### config.mk
export PLATFORM = sky130hd
export DESIGN_NAME = shift_counter_param_flat
export DESIGN_NICKNAME = d
export VERILOG_FILES = /design/src/rtl/shift_counter_pkg.sv /design/src/rtl/shift_counter_param_if.sv /design/src/rtl/shift_counter_decode.sv /design/src/rtl/shift_counter_param.sv /design/src/flat_wrapper.sv
export SDC_FILE = /design/constraint.sdc
export NUM_CORES = 1
export LEC_CHECK = 0
export ABC_AREA = 1
export CELL_PAD_IN_SITES_DETAIL_PLACEMENT = 0
export CELL_PAD_IN_SITES_GLOBAL_PLACEMENT = 1
export CORE_ASPECT_RATIO = 0.7
export CORE_UTILIZATION = 29
export DETAILED_ROUTE_END_ITERATION = 12
export PLACE_DENSITY = 0.83
export SYNTH_ARGS = -nofsm -noshare
export SYNTH_HDL_FRONTEND = slang
export SYNTH_HIERARCHICAL = 1
export SYNTH_SLANG_ARGS = --single-unit
### constraint.sdc
create_clock -name clk -period 6.7 [get_ports clk]
set_input_delay 1.34 -clock clk [delete_from_list [all_inputs] [get_ports clk]]
set_output_delay 1.34 -clock clk [all_outputs]
set_load 0.02 [all_outputs]
### src/rtl/shift_counter_pkg.sv
// Shared encodings and reset pattern for the parametrised Johnson/ring shift counter.
package shift_counter_pkg;

  localparam logic MODE_JOHNSON = 1'b0;
  localparam logic MODE_RING    = 1'b1;
  localparam logic DIR_UP       = 1'b0;
  localparam logic DIR_DOWN     = 1'b1;

  // Step 0 of both sequences is a single one in bit 0, whatever the width.
  function automatic logic [31:0] reset_pattern(input int unsigned width);
    return (width == 0) ? 32'd0 : 32'd1;
  endfunction

endpackage

### src/rtl/shift_counter_param_if.sv
// Control and status bundle between a sequencer user (master) and the shift counter (slave).
interface shift_counter_param_if #(
  parameter int WIDTH = 4
);
  localparam int IW = $clog2(2 * WIDTH);

  logic             en;
  logic             dir;
  logic             mode;
  logic             load;
  logic [WIDTH-1:0] load_val;
  logic [WIDTH-1:0] count;
  logic [IW-1:0]    index;
  logic             illegal;
  logic             tc;

  modport master (
    output en, dir, mode, load, load_val,
    input  count, index, illegal, tc
  );

  modport slave (
    input  en, dir, mode, load, load_val,
    output count, index, illegal, tc
  );

endinterface

### src/rtl/shift_counter_decode.sv
// Combinational decode of the counter register: legality for the current mode and step index.
module shift_counter_decode
  import shift_counter_pkg::*;
#(
  parameter int WIDTH = 4,
  parameter int IW    = $clog2(2 * WIDTH)
) (
  input  logic [WIDTH-1:0] count_i,
  input  logic             mode_i,
  output logic [IW-1:0]    index_o,
  output logic             illegal_o
);

  localparam int PW = $clog2(WIDTH + 1);

  logic [PW-1:0] ones;
  logic [PW-1:0] trans;
  logic [IW-1:0] ring_pos;
  logic [IW-1:0] john_idx;
  logic          ring_ok;
  logic          john_ok;

  always_comb begin
    ones     = '0;
    trans    = '0;
    ring_pos = '0;
    for (int i = 0; i < WIDTH; i++) begin
      ones = ones + PW'(count_i[i]);
      if (count_i[i]) ring_pos = IW'(i);
    end
    for (int i = 0; i < WIDTH - 1; i++) begin
      trans = trans + PW'(count_i[i] ^ count_i[i+1]);
    end
  end

  // A Johnson state is a thermometer code: at most one adjacent-bit edge.
  assign john_ok = (trans <= PW'(1));
  assign ring_ok = (ones == PW'(1));

  // Filling phase (bit 0 set) counts ones upward; draining phase counts them back down.
  assign john_idx = count_i[0] ? (IW'(ones) - IW'(1))
                               : (IW'(2 * WIDTH - 1) - IW'(ones));

  always_comb begin
    illegal_o = (mode_i == MODE_RING) ? !ring_ok : !john_ok;
    index_o   = '0;
    if (!illegal_o) index_o = (mode_i == MODE_RING) ? ring_pos : john_idx;
  end

endmodule

### src/rtl/shift_counter_param.sv
// Johnson/ring shift counter: state register, next-state selection and terminal-count flag.
module shift_counter_param
  import shift_counter_pkg::*;
#(
  parameter int WIDTH = 4
) (
  input  logic                  clk,
  input  logic                  reset,
  shift_counter_param_if.slave  bus
);

  localparam int IW = $clog2(2 * WIDTH);
  localparam logic [WIDTH-1:0] RST_VAL = WIDTH'(reset_pattern(WIDTH));

  logic [WIDTH-1:0] count_q;
  logic [WIDTH-1:0] count_d;
  logic [WIDTH-1:0] step_val;
  logic [IW-1:0]    index;
  logic [IW-1:0]    last_idx;
  logic             illegal;

  shift_counter_decode #(
    .WIDTH (WIDTH),
    .IW    (IW)
  ) u_decode (
    .count_i   (count_q),
    .mode_i    (bus.mode),
    .index_o   (index),
    .illegal_o (illegal)
  );

  always_comb begin
    step_val = count_q;
    unique case ({bus.mode, bus.dir})
      {MODE_JOHNSON, DIR_UP}:   step_val = {count_q[WIDTH-2:0], ~count_q[WIDTH-1]};
      {MODE_JOHNSON, DIR_DOWN}: step_val = {~count_q[0], count_q[WIDTH-1:1]};
      {MODE_RING, DIR_UP}:      step_val = {count_q[WIDTH-2:0], count_q[WIDTH-1]};
      {MODE_RING, DIR_DOWN}:    step_val = {count_q[0], count_q[WIDTH-1:1]};
      default:                  step_val = count_q;
    endcase
  end

  // An illegal state never steps: it snaps back to step 0 so the sequence self-heals.
  always_comb begin
    count_d = count_q;
    if (bus.load) begin
      count_d = bus.load_val;
    end else if (bus.en) begin
      count_d = illegal ? RST_VAL : step_val;
    end
  end

  always_ff @(posedge clk) begin
    if (reset) count_q <= RST_VAL;
    else       count_q <= count_d;
  end

  assign last_idx = (bus.mode == MODE_RING) ? IW'(WIDTH - 1) : IW'(2 * WIDTH - 1);

  assign bus.count   = count_q;
  assign bus.index   = index;
  assign bus.illegal = illegal;
  assign bus.tc      = bus.en & !bus.load & !illegal &
                       ((!bus.dir & (index == last_idx)) | (bus.dir & (index == '0)));

endmodule

### src/flat_wrapper.sv
// flat-port wrapper written by rule: the top's interface ports become plain ports
module shift_counter_param_flat import shift_counter_pkg::*;
#(
  parameter int WIDTH = 4
)
  (clk, reset, bus_en, bus_dir, bus_mode, bus_load, bus_load_val, bus_count, bus_index, bus_illegal, bus_tc);
  shift_counter_param_if #(.WIDTH(WIDTH)) bus_i ();
  input  logic clk;
  input  logic reset;
  input wire logic [$bits(bus_i.en)-1:0] bus_en;
  input wire logic [$bits(bus_i.dir)-1:0] bus_dir;
  input wire logic [$bits(bus_i.mode)-1:0] bus_mode;
  input wire logic [$bits(bus_i.load)-1:0] bus_load;
  input wire logic [$bits(bus_i.load_val)-1:0] bus_load_val;
  output wire logic [$bits(bus_i.count)-1:0] bus_count;
  output wire logic [$bits(bus_i.index)-1:0] bus_index;
  output wire logic [$bits(bus_i.illegal)-1:0] bus_illegal;
  output wire logic [$bits(bus_i.tc)-1:0] bus_tc;
  assign bus_i.en = bus_en;
  assign bus_i.dir = bus_dir;
  assign bus_i.mode = bus_mode;
  assign bus_i.load = bus_load;
  assign bus_i.load_val = bus_load_val;
  assign bus_count = bus_i.count;
  assign bus_index = bus_i.index;
  assign bus_illegal = bus_i.illegal;
  assign bus_tc = bus_i.tc;
  shift_counter_param #(.WIDTH(WIDTH)) u_core (.clk(clk), .reset(reset), .bus(bus_i));
endmodule
==> impl_summary.md <==
Layout
The layout has 193 filler cells. The proportion of layout cells with a drive suffix above 1 is 10.62%. The number of antenna diodes is 0. The number of flip-flops in the largest register is 4. The final layout contains 133 nets. The count of non-filler cells in the finished layout is 134. Relative to the synthesized area, the layout overhead comes to 38.93%.

GRT
For this run the aggregate overflow at the end of global routing stands at 0. The global-route wire length before repair is 2159 microns. The via count of the first global-routing pass is 477. The number of antenna violations at the first check in global routing is 0. The maximum number of pins on one net before global-route repair is 11. Global routing consumed, over all layers together, 15.37% of the routing resources.

Route
The highest layer touched by signal routing is met4. In the final routing, the length of wire on met1 measures 781 microns. Before antenna repair, the detailed router went through 4 iterations.

The number of nets still failing antenna checks after routing is 0. In the final routed layout, each cell accounts on average for 10.10 microns. The total DRC errors in the routed layout is 0.

The sum of routed wire length over all layers is 1353 microns. The detailed route wirelength on metal2 is 507 microns. After the first detailed-routing iteration, the DRC count stood at 10. The number of vias in the routed layout is 576. The routed design uses 52 microns of met3 wire. Dividing the detail-routed via count by the number of cells gives 4.299.

Logic synthesis
After synthesis, the cell types taking the most area are sky130_fd_sc_hd__nand2_1 19%, sky130_fd_sc_hd__dfxtp_1 14%, sky130_fd_sc_hd__ha_1 13%. The sequential cell area fraction in the yosys report is 14.32%. In the synthesized netlist the async set-or-reset flop fraction comes to 0%. The total standard cell area after synthesis is 559.3 sq um. The library cell occupying the most area in the post-synthesis netlist is sky130_fd_sc_hd__nand2_1.

The count of state elements after synthesis is 4. The share of synthesized area in the top cell type comes to 18.79%. The average instance in the mapped netlist occupies 6.014 sq um. By count the netlist is led by 28 x sky130_fd_sc_hd__nand2_1, 16 x sky130_fd_sc_hd__inv_1, 13 x sky130_fd_sc_hd__nor2_1.

The number of nets in the synthesized netlist is 111. By instance count, the leading cell after synthesis is sky130_fd_sc_hd__nand2_1. In this run, synthesis inferred 0 flip-flops with an integrated enable. The number of synthesis warnings is 6. Yosys mapped the design onto 17 distinct sky130hd cell types.

After technology mapping, the gate count stands at 93. Among all flip-flop cells after synthesis, the most frequent one is sky130_fd_sc_hd__dfxtp_1.

Setup path
Along the worst path, the maximum fanout reaches 10. The kind of end point of the critical path is an output pin. For the worst setup path, the data arrival time is 3.35 ns. The register-to-register setup slack is 4.28 ns.

The type of origin of the critical path is a primary input. In this run the worst setup path begins at bus_mode. At the worst endpoint, the required time is 5.36 ns. The type of the setup path with the least slack is primary input to output pin.

The startpoint of the lowest-slack register-to-register path is u_core/bus.count[0]$_SDFFE_PP1P_.

Timing
The final-layout setup total negative slack is 0 ns. The worst-case clock skew is 0.002086 ns. At the pin with the least slew margin, the transition time is 0.3640 ns.

The highest achievable clock rate is 0.2134 GHz. The final hold violation count is 0. In this run the tightest slew margin relative to its limit is 75.66%. Setup repair after global routing left no endpoint under its margin. Dividing the final minimum period by the clock period gives 69.94%.

The final setup violation count is 0. Counting I/O delays and the setup requirement, the final critical path takes 4.686 ns. The final count of pins violating max slew is 0.

Place
At the end of routability-driven placement, the weighted congestion stood at 0.7459. The count of buffers added on input and output ports is 18. The instance count after placement with tap cells included is 131. The detailed-placement wirelength estimate is 1067 microns.

Clock network
Buffers added to address setup during post-CTS repair amount to 0. The total CTS buffers is 3. The number of instances resized during post-cts repair is 0. The clock insertion delay at the later pin of the skew report is 0.23 ns.

The TritonCTS clock tree is built. Clock tree synthesis found a total of 4 sinks. Counting along the longest clock path gives a buffer depth of 2. The clock root buffer is sky130_fd_sc_hd__clkbuf_4. The H-tree level count is 1.

The clock slew at the register clock pins of the worst setup and hold paths is 0.04 ns. The post-cts hold buffer count is 0.

Pwr
Summed over all cells, the static leakage comes to 0.3961 nW. The worst vdd rail ir drop is 0.08983 mV. The total power per unit cell area is 169.6 mW/mm^2.

Floorplanning
The initial utilization of the core area, before any placement, comes to 32.96%. The height of the chip is 38.74 microns. The initialized floorplan defines 12 standard-cell rows.

The floorplan step defined a core boundary enclosing 0.001697 sq mm. The floorplan step set the die width to 54.49 microns. The overall die area is 0.002111 sq mm.

The number of top-level pins is 19.

Outcome
The flow ran to the end, and the final reports show no timing, DRC or antenna violations.

Min path
In this run the most critical hold path is launched from u_core/bus.count[3]$_SDFFE_PP0P_. The classification of the worst-slack hold path is register to register.

Flow run
Across the run, the number of max-cap violations was 0.
-- metrics by stage --
| step | setup WS [ns] | util (%) | hold slack [ns] | instance area, sq um | total power (W) |
|---|---|---|---|---|---|
| after floorplan | 2.649 | - | 0.6886 | 559.3 | 0.00007645 |
| after global placement | 2.060 | 44.47 | 0.6899 | 754.5 | 0.0001037 |
| after detailed placement | 2.015 | 44.47 | 0.6879 | 754.5 | 0.0001040 |
| after CTS | 2.015 | 45.80 | 0.6928 | 777.0 | 0.0001339 |
| after global routing | 1.849 | 45.80 | 0.7432 | 777.0 | 0.0001449 |
| final | 2.014 | 45.80 | 0.6810 | 777.0 | 0.0001317 |
-- power by group --
part / internal [W] / total (W) / leakage (nW) / switching [W]
registers: 0.0000257 / 0.0000293 / 0.0331 / 0.00000360
logic: 0.0000329 / 0.0000742 / 0.349 / 0.0000413
clock network: 0.0000199 / 0.0000282 / 0.0138 / 0.00000829
-- critical path, cell delays in order --
cell,delay [ns]
sky130_fd_sc_hd__clkdlybuf4s50_1,0.69
sky130_fd_sc_hd__inv_1,0.09
sky130_fd_sc_hd__nand2_2,0.08
sky130_fd_sc_hd__nand2_2,0.06
sky130_fd_sc_hd__inv_2,0.08
sky130_fd_sc_hd__nor2_2,0.05
sky130_fd_sc_hd__o21ai_0,0.17
sky130_fd_sc_hd__nand4_1,0.10
sky130_fd_sc_hd__nor2_1,0.09
sky130_fd_sc_hd__clkdlybuf4s50_1,0.60
-- area by class of cell --
class	count	area, sq um	share of cell area (%)
flip-flops and latches	4	80.08	10.31
multi-input cells	71	404.1	52.01
inverters	17	63.81	8.213
clock buffers	3	22.52	2.899
well taps	21	26.28	3.382
repair buffers	18	180.2	23.19
-- path summary, 6_finish.rpt --
| kind | to | cells after the start |
|---|---|---|
| max | bus_tc | 10 |
| min | u_core/bus.count[3]$_SDFFE_PP0P_ | 2 |
| max reg2reg | u_core/bus.count[1]$_SDFFE_PP0P_ | 13 |
| min reg2reg | u_core/bus.count[3]$_SDFFE_PP0P_ | 2 |
-- logic make-up after synthesis --
kind of cell | share of synthesized area [%]
simple gates | 41.61
buf+inv | 13.42
compound gates | 8.502
fa+ha+maj | 20.58
flops | 14.32
xor+xnor | 1.566
-- cell usage in the layout (no fill, tap or decap) --
cell / Yosys / final
sky130_fd_sc_hd__nand3_1: 3 / 3
sky130_fd_sc_hd__ha_1: 6 / 6
sky130_fd_sc_hd__nand2_1: 28 / 28
sky130_fd_sc_hd__dfxtp_1: 4 / 4
sky130_fd_sc_hd__o21ai_0: 4 / 4
sky130_fd_sc_hd__inv_2: 1 / 1
sky130_fd_sc_hd__nand2_2: 2 / 2
sky130_fd_sc_hd__a21boi_1: 1 / 1
sky130_fd_sc_hd__fa_1: 2 / 2
sky130_fd_sc_hd__a21oi_1: 4 / 4
sky130_fd_sc_hd__clkbuf_4: 0 / 3
sky130_fd_sc_hd__inv_1: 16 / 16
sky130_fd_sc_hd__nor2_1: 13 / 13
sky130_fd_sc_hd__nor2_2: 4 / 4
sky130_fd_sc_hd__xor2_1: 1 / 1
sky130_fd_sc_hd__nand3_2: 2 / 2
sky130_fd_sc_hd__clkdlybuf4s50_1: 0 / 18
sky130_fd_sc_hd__nand4_1: 1 / 1
-- metal layers --
layer	vias up	track usage [%]
li1	325	-
met1	239	22.53
met2	10	21.04
met3	2	2.353
met4	0	7.692
met5	-	0
No activity file was read; power rests on OpenSTA's default activity.
